**src/rtl/itype_pkg.sv**
```systemverilog
// Shared types and constants for the OP-IMM execution controller.
// Opcode, funct3 codes, ALU encoding, FSM states, decode bundle.
package itype_pkg;

  localparam logic [6:0] OPC_IMM = 7'b0010011;

  localparam logic [2:0] F3_ADDI = 3'b000;
  localparam logic [2:0] F3_SLLI = 3'b001;
  localparam logic [2:0] F3_XORI = 3'b100;
  localparam logic [2:0] F3_SRXI = 3'b101;
  localparam logic [2:0] F3_ORI  = 3'b110;
  localparam logic [2:0] F3_ANDI = 3'b111;

  localparam logic [6:0] F7_ZERO = 7'b0000000;
  localparam logic [6:0] F7_ALT  = 7'b0100000;

  typedef enum logic [2:0] {
    ALU_ADD = 3'd0,
    ALU_SLL = 3'd1,
    ALU_XOR = 3'd2,
    ALU_SRL = 3'd3,
    ALU_SRA = 3'd4,
    ALU_OR  = 3'd5,
    ALU_AND = 3'd6
  } alu_op_e;

  typedef enum logic [2:0] {
    S_IDLE,
    S_READ,
    S_EXEC,
    S_WB,
    S_ERR
  } state_e;

  typedef struct packed {
    logic [4:0]  rs1;
    logic [4:0]  rd;
    alu_op_e     op;
    logic [31:0] opb;
    logic        legal;
  } dec_t;

endpackage

```
**src/rtl/itype_exec_ctrl_if.sv**
```systemverilog
// Instruction handshake plus register-file and ALU ports.
// slave = controller view, master = environment view.
interface itype_exec_ctrl_if;

  logic        instr_valid;
  logic [31:0] instr;
  logic        instr_ready;
  logic        rf_rd_en;
  logic [4:0]  rf_rs1;
  logic [31:0] rf_rdata;
  logic [2:0]  alu_op;
  logic [31:0] alu_a;
  logic [31:0] alu_b;
  logic [31:0] alu_y;
  logic        rf_wr_en;
  logic [4:0]  rf_rd;
  logic [31:0] rf_wdata;

  modport slave (
    input  instr_valid, instr, rf_rdata, alu_y,
    output instr_ready, rf_rd_en, rf_rs1,
    output alu_op, alu_a, alu_b,
    output rf_wr_en, rf_rd, rf_wdata
  );

  modport master (
    output instr_valid, instr, rf_rdata, alu_y,
    input  instr_ready, rf_rd_en, rf_rs1,
    input  alu_op, alu_a, alu_b,
    input  rf_wr_en, rf_rd, rf_wdata
  );

endinterface

```
**src/rtl/itype_field_dec.sv**
```systemverilog
// Combinational OP-IMM decode: register fields, ALU op,
// operand-b value and legality.
module itype_field_dec
  import itype_pkg::*;
(
  input  logic [31:0] instr,
  output dec_t        dec
);

  logic [6:0] opc;
  logic [2:0] f3;
  logic [6:0] f7;
  logic       shift;

  assign opc = instr[6:0];
  assign f3  = instr[14:12];
  assign f7  = instr[31:25];

  always_comb begin
    dec.rs1   = instr[19:15];
    dec.rd    = instr[11:7];
    dec.op    = ALU_ADD;
    dec.legal = 1'b0;
    shift     = 1'b0;
    unique case (1'b1)
      (f3 == F3_ADDI): begin
        dec.op    = ALU_ADD;
        dec.legal = 1'b1;
      end
      (f3 == F3_SLLI): begin
        dec.op    = ALU_SLL;
        dec.legal = (f7 == F7_ZERO);
        shift     = 1'b1;
      end
      (f3 == F3_XORI): begin
        dec.op    = ALU_XOR;
        dec.legal = 1'b1;
      end
      (f3 == F3_SRXI): begin
        dec.op    = instr[30] ? ALU_SRA : ALU_SRL;
        dec.legal = (f7 == F7_ZERO) || (f7 == F7_ALT);
        shift     = 1'b1;
      end
      (f3 == F3_ORI): begin
        dec.op    = ALU_OR;
        dec.legal = 1'b1;
      end
      (f3 == F3_ANDI): begin
        dec.op    = ALU_AND;
        dec.legal = 1'b1;
      end
      default: begin
        dec.op    = ALU_ADD;
        dec.legal = 1'b0;
      end
    endcase
    if (opc != OPC_IMM)
      dec.legal = 1'b0;
    if (shift)
      dec.opb = {27'd0, instr[24:20]};
    else
      dec.opb = {{20{instr[31]}}, instr[31:20]};
  end

endmodule

```
**src/rtl/itype_exec_ctrl.sv**
```systemverilog
// Multi-cycle OP-IMM executor: read rs1, run ALU, write rd.
// Four cycles per legal instruction, two per rejected one.
module itype_exec_ctrl
  import itype_pkg::*;
#(
  parameter int CNT_W = 16
) (
  input  logic               clk,
  input  logic               reset,
  itype_exec_ctrl_if.slave   bus,
  output logic               illegal,
  output logic               busy,
  output logic [CNT_W-1:0]   retired
);

  state_e           state_q;
  state_e           state_d;
  dec_t             dec;
  logic [4:0]       rs1_q;
  logic [4:0]       rd_q;
  alu_op_e          op_q;
  logic [31:0]      opb_q;
  logic [31:0]      res_q;
  logic [CNT_W-1:0] ret_q;
  logic             accept;

  itype_field_dec u_dec (
    .instr (bus.instr),
    .dec   (dec)
  );

  assign accept = bus.instr_valid && (state_q == S_IDLE);

  always_comb begin
    state_d = state_q;
    unique case (state_q)
      S_IDLE: if (accept)
                state_d = dec.legal ? S_READ : S_ERR;
      S_READ: state_d = S_EXEC;
      S_EXEC: state_d = S_WB;
      S_WB:   state_d = S_IDLE;
      S_ERR:  state_d = S_IDLE;
      default: state_d = S_IDLE;
    endcase
  end

  always_ff @(posedge clk or posedge reset) begin
    if (reset) begin
      state_q <= S_IDLE;
      rs1_q   <= '0;
      rd_q    <= '0;
      op_q    <= ALU_ADD;
      opb_q   <= '0;
      res_q   <= '0;
      ret_q   <= '0;
    end else begin
      state_q <= state_d;
      if (accept) begin
        rs1_q <= dec.rs1;
        rd_q  <= dec.rd;
        op_q  <= dec.op;
        opb_q <= dec.opb;
      end
      if (state_q == S_EXEC)
        res_q <= bus.alu_y;
      // x0 writes are suppressed but still count as retired
      if (state_q == S_WB)
        ret_q <= ret_q + {{(CNT_W-1){1'b0}}, 1'b1};
    end
  end

  assign bus.instr_ready = (state_q == S_IDLE);
  assign bus.rf_rd_en    = (state_q == S_READ);
  assign bus.rf_rs1      = rs1_q;
  assign bus.alu_op      = op_q;
  assign bus.alu_a       = (state_q == S_EXEC) ? bus.rf_rdata : '0;
  assign bus.alu_b       = (state_q == S_EXEC) ? opb_q : '0;
  assign bus.rf_wr_en    = (state_q == S_WB) && (rd_q != 5'd0);
  assign bus.rf_rd       = rd_q;
  assign bus.rf_wdata    = res_q;
  assign illegal         = (state_q == S_ERR);
  assign busy            = (state_q != S_IDLE);
  assign retired         = ret_q;

endmodule

```
**src/flat_wrapper.sv**
```systemverilog
// flat-port wrapper written by rule: the top's interface ports become plain ports
module itype_exec_ctrl_flat import itype_pkg::*;
#(
  parameter int CNT_W = 16
)
  (clk, reset, illegal, busy, retired, bus_instr_valid, bus_instr, bus_rf_rdata, bus_alu_y, bus_instr_ready, bus_rf_rd_en, bus_rf_rs1, bus_alu_op, bus_alu_a, bus_alu_b, bus_rf_wr_en, bus_rf_rd, bus_rf_wdata);
  itype_exec_ctrl_if bus_i ();
  input  logic clk;
  input  logic reset;
  output logic illegal;
  output logic busy;
  output logic [CNT_W-1:0] retired;
  input wire logic [$bits(bus_i.instr_valid)-1:0] bus_instr_valid;
  input wire logic [$bits(bus_i.instr)-1:0] bus_instr;
  input wire logic [$bits(bus_i.rf_rdata)-1:0] bus_rf_rdata;
  input wire logic [$bits(bus_i.alu_y)-1:0] bus_alu_y;
  output wire logic [$bits(bus_i.instr_ready)-1:0] bus_instr_ready;
  output wire logic [$bits(bus_i.rf_rd_en)-1:0] bus_rf_rd_en;
  output wire logic [$bits(bus_i.rf_rs1)-1:0] bus_rf_rs1;
  output wire logic [$bits(bus_i.alu_op)-1:0] bus_alu_op;
  output wire logic [$bits(bus_i.alu_a)-1:0] bus_alu_a;
  output wire logic [$bits(bus_i.alu_b)-1:0] bus_alu_b;
  output wire logic [$bits(bus_i.rf_wr_en)-1:0] bus_rf_wr_en;
  output wire logic [$bits(bus_i.rf_rd)-1:0] bus_rf_rd;
  output wire logic [$bits(bus_i.rf_wdata)-1:0] bus_rf_wdata;
  assign bus_i.instr_valid = bus_instr_valid;
  assign bus_i.instr = bus_instr;
  assign bus_i.rf_rdata = bus_rf_rdata;
  assign bus_i.alu_y = bus_alu_y;
  assign bus_instr_ready = bus_i.instr_ready;
  assign bus_rf_rd_en = bus_i.rf_rd_en;
  assign bus_rf_rs1 = bus_i.rf_rs1;
  assign bus_alu_op = bus_i.alu_op;
  assign bus_alu_a = bus_i.alu_a;
  assign bus_alu_b = bus_i.alu_b;
  assign bus_rf_wr_en = bus_i.rf_wr_en;
  assign bus_rf_rd = bus_i.rf_rd;
  assign bus_rf_wdata = bus_i.rf_wdata;
  itype_exec_ctrl #(.CNT_W(CNT_W)) u_core (.clk(clk), .reset(reset), .bus(bus_i), .illegal(illegal), .busy(busy), .retired(retired));
endmodule
```
**config.mk**
```make
export PLATFORM = sky130hd
export DESIGN_NAME = itype_exec_ctrl_flat
export DESIGN_NICKNAME = d
export VERILOG_FILES = /design/src/rtl/itype_pkg.sv /design/src/rtl/itype_exec_ctrl_if.sv /design/src/rtl/itype_field_dec.sv /design/src/rtl/itype_exec_ctrl.sv /design/src/flat_wrapper.sv
export SDC_FILE = /design/constraint.sdc
export NUM_CORES = 1
export LEC_CHECK = 0
export ABC_AREA = 1
export CAP_MARGIN = 20
export CORE_MARGIN = 4
export CORE_UTILIZATION = 32
export DETAILED_ROUTE_END_ITERATION = 8
export GPL_TIMING_DRIVEN = 0
export PLACE_DENSITY = 0.75
export SETUP_SLACK_MARGIN = 0.5
export SLEW_MARGIN = 15
export SYNTH_ARGS = -nofsm -noshare
export SYNTH_HDL_FRONTEND = slang
export SYNTH_HIERARCHICAL = 1
export SYNTH_SLANG_ARGS = --single-unit
```
**constraint.sdc**
```tcl
create_clock -name clk -period 7.6 [get_ports clk]
set_clock_uncertainty 0.05 [all_clocks]
set_input_delay 1.52 -clock clk [delete_from_list [all_inputs] [get_ports clk]]
set_output_delay 1.52 -clock clk [all_outputs]
set_load 0.03 [all_outputs]
```
==> metrics.yaml <==
status:
  outcome: "complete, no violations"
pwr:
  p_comb_share_pct: 41.0
  power.density_nw_per_um2: 295
  ir_worst_vdd_v: 0.000156
  switching_power_uw: 824
  power_mw: 2.22
  internal_power_mw: 1.40
  switching_share_pct: 37.1
  seqPwrFrac_pct: 33.8
  p_clk_share_pct: 25.2
  power_leakage_nw: 3.72
routing:
  routed.top_layer: "met4"
  wl_met1_um: 5360
  routed-wl-met2_um: 6460
  first_pass_iters: 5
  drc: 0
  routed_wl_um: 13600
  vias_per_cell: 4.31
  ant_nets: 0
  vias: 4479
  drt_iter0_drc: 193
  met3_length_um: 1350
  avgRoutedWirePerCell_um: 13.1
setup_path:
  cp_max_fo: 1
  critPathKind: "in2out"
  worstPathRequired_ns: 6.03
  critPathBufInv: 3
  arrival_ns: 2.85
  cpPeakStageDelay_ns: 0.69
  cp_common_cell: "clkdlybuf4s50_1"
  crit_family: "buffers and inverters"
  crit_path_cell_trace: "clkdlybuf4s50_1, inv_1, nor2_1, clkdlybuf4s50_1"
  end_kind: "output port"
  critPathLaunchType: "primary input"
  cpMaxStageDelayCell: "clkdlybuf4s50_1"
timing:
  fin_tns_setup_ns: 0
  rsz0062_at_grt: "no"
  worst_pin_slew_ns: 0.840
  setup_viol: 0
  slew_headroom_pct: 43.9
  post-route-period-util_pct: 58.2
  maxSlewViolCount: 0
  fmax_mhz: 226
  finalCriticalPeriod_ns: 4.42
  hold_violations: 0
cts:
  h-tree-depth: 3
  ctsRootBufferMaster: "clkbuf_16"
  clkTransAtPathRegs_ns: 0.07
  clock-sinks: 96
  ctsHoldBuffers: 0
  cts.repair.resized: 0
  worstSkewPairLatency_ns: 0.35
  cts_buffers: 9
  clockBufferDepth: 2
  cts_tree: "yes"
  post_cts_buffers: 0
run:
  max_cap_viol_count: 0
final_layout:
  fin_nets: 951
  layout.cells.non_filler: 1040
  drive_gt1_share_pct: 9.11
  n_fill_cell: 1389
  syn_to_final_growth_pct: 57.7
  antenna_cells: 0
yosys:
  ys_seq_area_share_pct: 50.4
  syn_inst: 627
  synth_seq_cells: 96
  yosysUniqueCellTypes: 26
  syn_area_um2: 4770
  avgSynthCellArea_um2: 7.61
  yosysWarnings: 6
  syn_nets: 727
global_routing:
  grt_max_degree: 59
  antenna_found_initial: 0
  grt_pass1_wl_um: 20800
  grt.total_usage_pct: 15.8
  grt_pass1_vias: 4176
  grt-ovfl-total: 0
floorplanning:
  rows: 44
  design.die.area_um2: 16900
  dieHeight_um: 130
  die_x_um: 130
  io-pin-count: 229
  start_util_pct: 32.7
  core_um2: 14600
placement:
  dpl.cell_count: 1024
  gp_congestion: 0.798
  port_buffers: 212
  place_hpwl_um: 10400
hold_path:
  hold_path.class: "reg2reg"
## synth_stat cells
cell | count | area, um2
a21oi_1 | 29 | 145
a21oi_2 | 6 | 52.6
buf_1 | 2 | 7.51
buf_2 | 7 | 35.0
buf_4 | 35 | 263
buf_6 | 2 | 22.5
clkbuf_1 | 13 | 48.8
clkbuf_2 | 1 | 5.00
dfrtp_1 | 96 | 2400
ha_1 | 1 | 12.5
inv_1 | 92 | 345
inv_2 | 2 | 7.51
nand2_1 | 162 | 608
nand2_2 | 2 | 12.5
nand3_1 | 19 | 95.1
nand3b_1 | 4 | 30.0
nand4_1 | 2 | 12.5
nor2_1 | 131 | 492
nor2_4 | 2 | 22.5
nor3_1 | 1 | 5.00
nor3_4 | 1 | 16.3
o21ai_0 | 5 | 25.0
o21ai_2 | 1 | 8.76
o31ai_1 | 1 | 7.51
xnor2_1 | 6 | 52.6
xor2_1 | 4 | 35.0
## power by group through the flow
| stage | registers (mW) | clock network (mW) | logic, mW |
|---|---|---|---|
| 5_1_grt | 0.769 | 0.593 | 0.991 |
| 3_5_place_dp | 0.758 | 0 | 0.923 |
| 2_1_floorplan | 0.953 | 0 | 0.329 |
| 3_3_place_gp | 0.753 | 0 | 0.909 |
| 4_1_cts | 0.753 | 0.573 | 0.926 |
| 6_report | 0.751 | 0.559 | 0.912 |
## metrics by stage
stage	hold slack (ns)	setup WS [ns]	util (%)	cell area, um2
3_5_place_dp	0.407	3.16	49.1	7160
5_1_grt	0.439	3.09	51.6	7520
3_3_place_gp	0.403	1.90	48.8	7120
4_1_cts	0.424	3.15	51.6	7520
6_report	0.420	3.18	51.6	7520
2_1_floorplan	0.430	3.52	-	4770
## state kept, by name, summed over array words and instances, names as in the netlist
name / cells
u_core/retired: 16
u_core/bus.rf_rd: 5
u_core/bus.alu_op: 3
u_core/state_q: 3
u_core/opb_q: 32
u_core/bus.rf_wdata: 32
u_core/bus.rf_rs1: 5
## cell usage in the layout (no fill, tap or decap), types with 7 or more instances in the layout
cell / netlist / routed
dfrtp_1: 96 / 96
a21oi_1: 29 / 29
buf_4: 35 / 35
clkbuf_16: 0 / 9
buf_2: 7 / 7
nand2_1: 162 / 162
nand3_1: 19 / 19
clkbuf_1: 13 / 13
clkdlybuf4s50_1: 0 / 212
inv_1: 92 / 91
nor2_1: 131 / 130
## worst paths after layout
| check | start | end | slack [ns] | cells after the start |
|---|---|---|---|---|
| worst min register to register | u_core/bus.rf_wdata[9] | u_core/bus.rf_wdata[9] | 0.42 | 2 |
| min in group asynchronous | reset | u_core/opb_q[0] | 1.49 | 2 |
| max in group asynchronous | reset | u_core/bus.rf_wdata[24] | 5.41 | 3 |
| worst max register to register | u_core/state_q[1] | u_core/retired[9] | 5.83 | 8 |
| worst min-delay path | u_core/bus.rf_wdata[9] | u_core/bus.rf_wdata[9] | 0.42 | 2 |
| worst max-delay path | bus_rf_rdata[10] | bus_alu_a[10] | 3.18 | 4 |
## layout make-up
type,instances,area [um2],share of cell area [%]
timing repair buffer,213,2150,28.6
clock buffer,9,225,2.99
inverter,94,358,4.76
multi-input combinational,377,1640,21.7
buffer,60,382,5.07
tap,184,230,3.06
clock inverter,7,141,1.88
sequential,96,2400,31.9
## tightest hold or removal path: stages (launching register included)
cell	delay, ns
dfrtp_1	0.34
nand2_1	0.05
nand2_1	0.05
## logic make-up (layout without fill, tap and decap cells)
logic type	count (synthesis)	after routing	synth area share [%]
xor gates and xnor gates	10	10	1.84
adders and majority gates	1	1	0.262
and+or+nand+nor	324	324	27.1
AOI/OAI and AO/OA	42	42	5.01
buffers and inverters	154	383	15.4
DFF	96	96	50.4
## metal layers
metal / up-vias / global-route usage (%)
li1: 2272 / -
met1: 2022 / 19.2
met2: 159 / 25.4
met3: 26 / 5.36
met4: 0 / 7.33
met5: - / 0
Note: power is estimated with default switching activity, not from simulation.
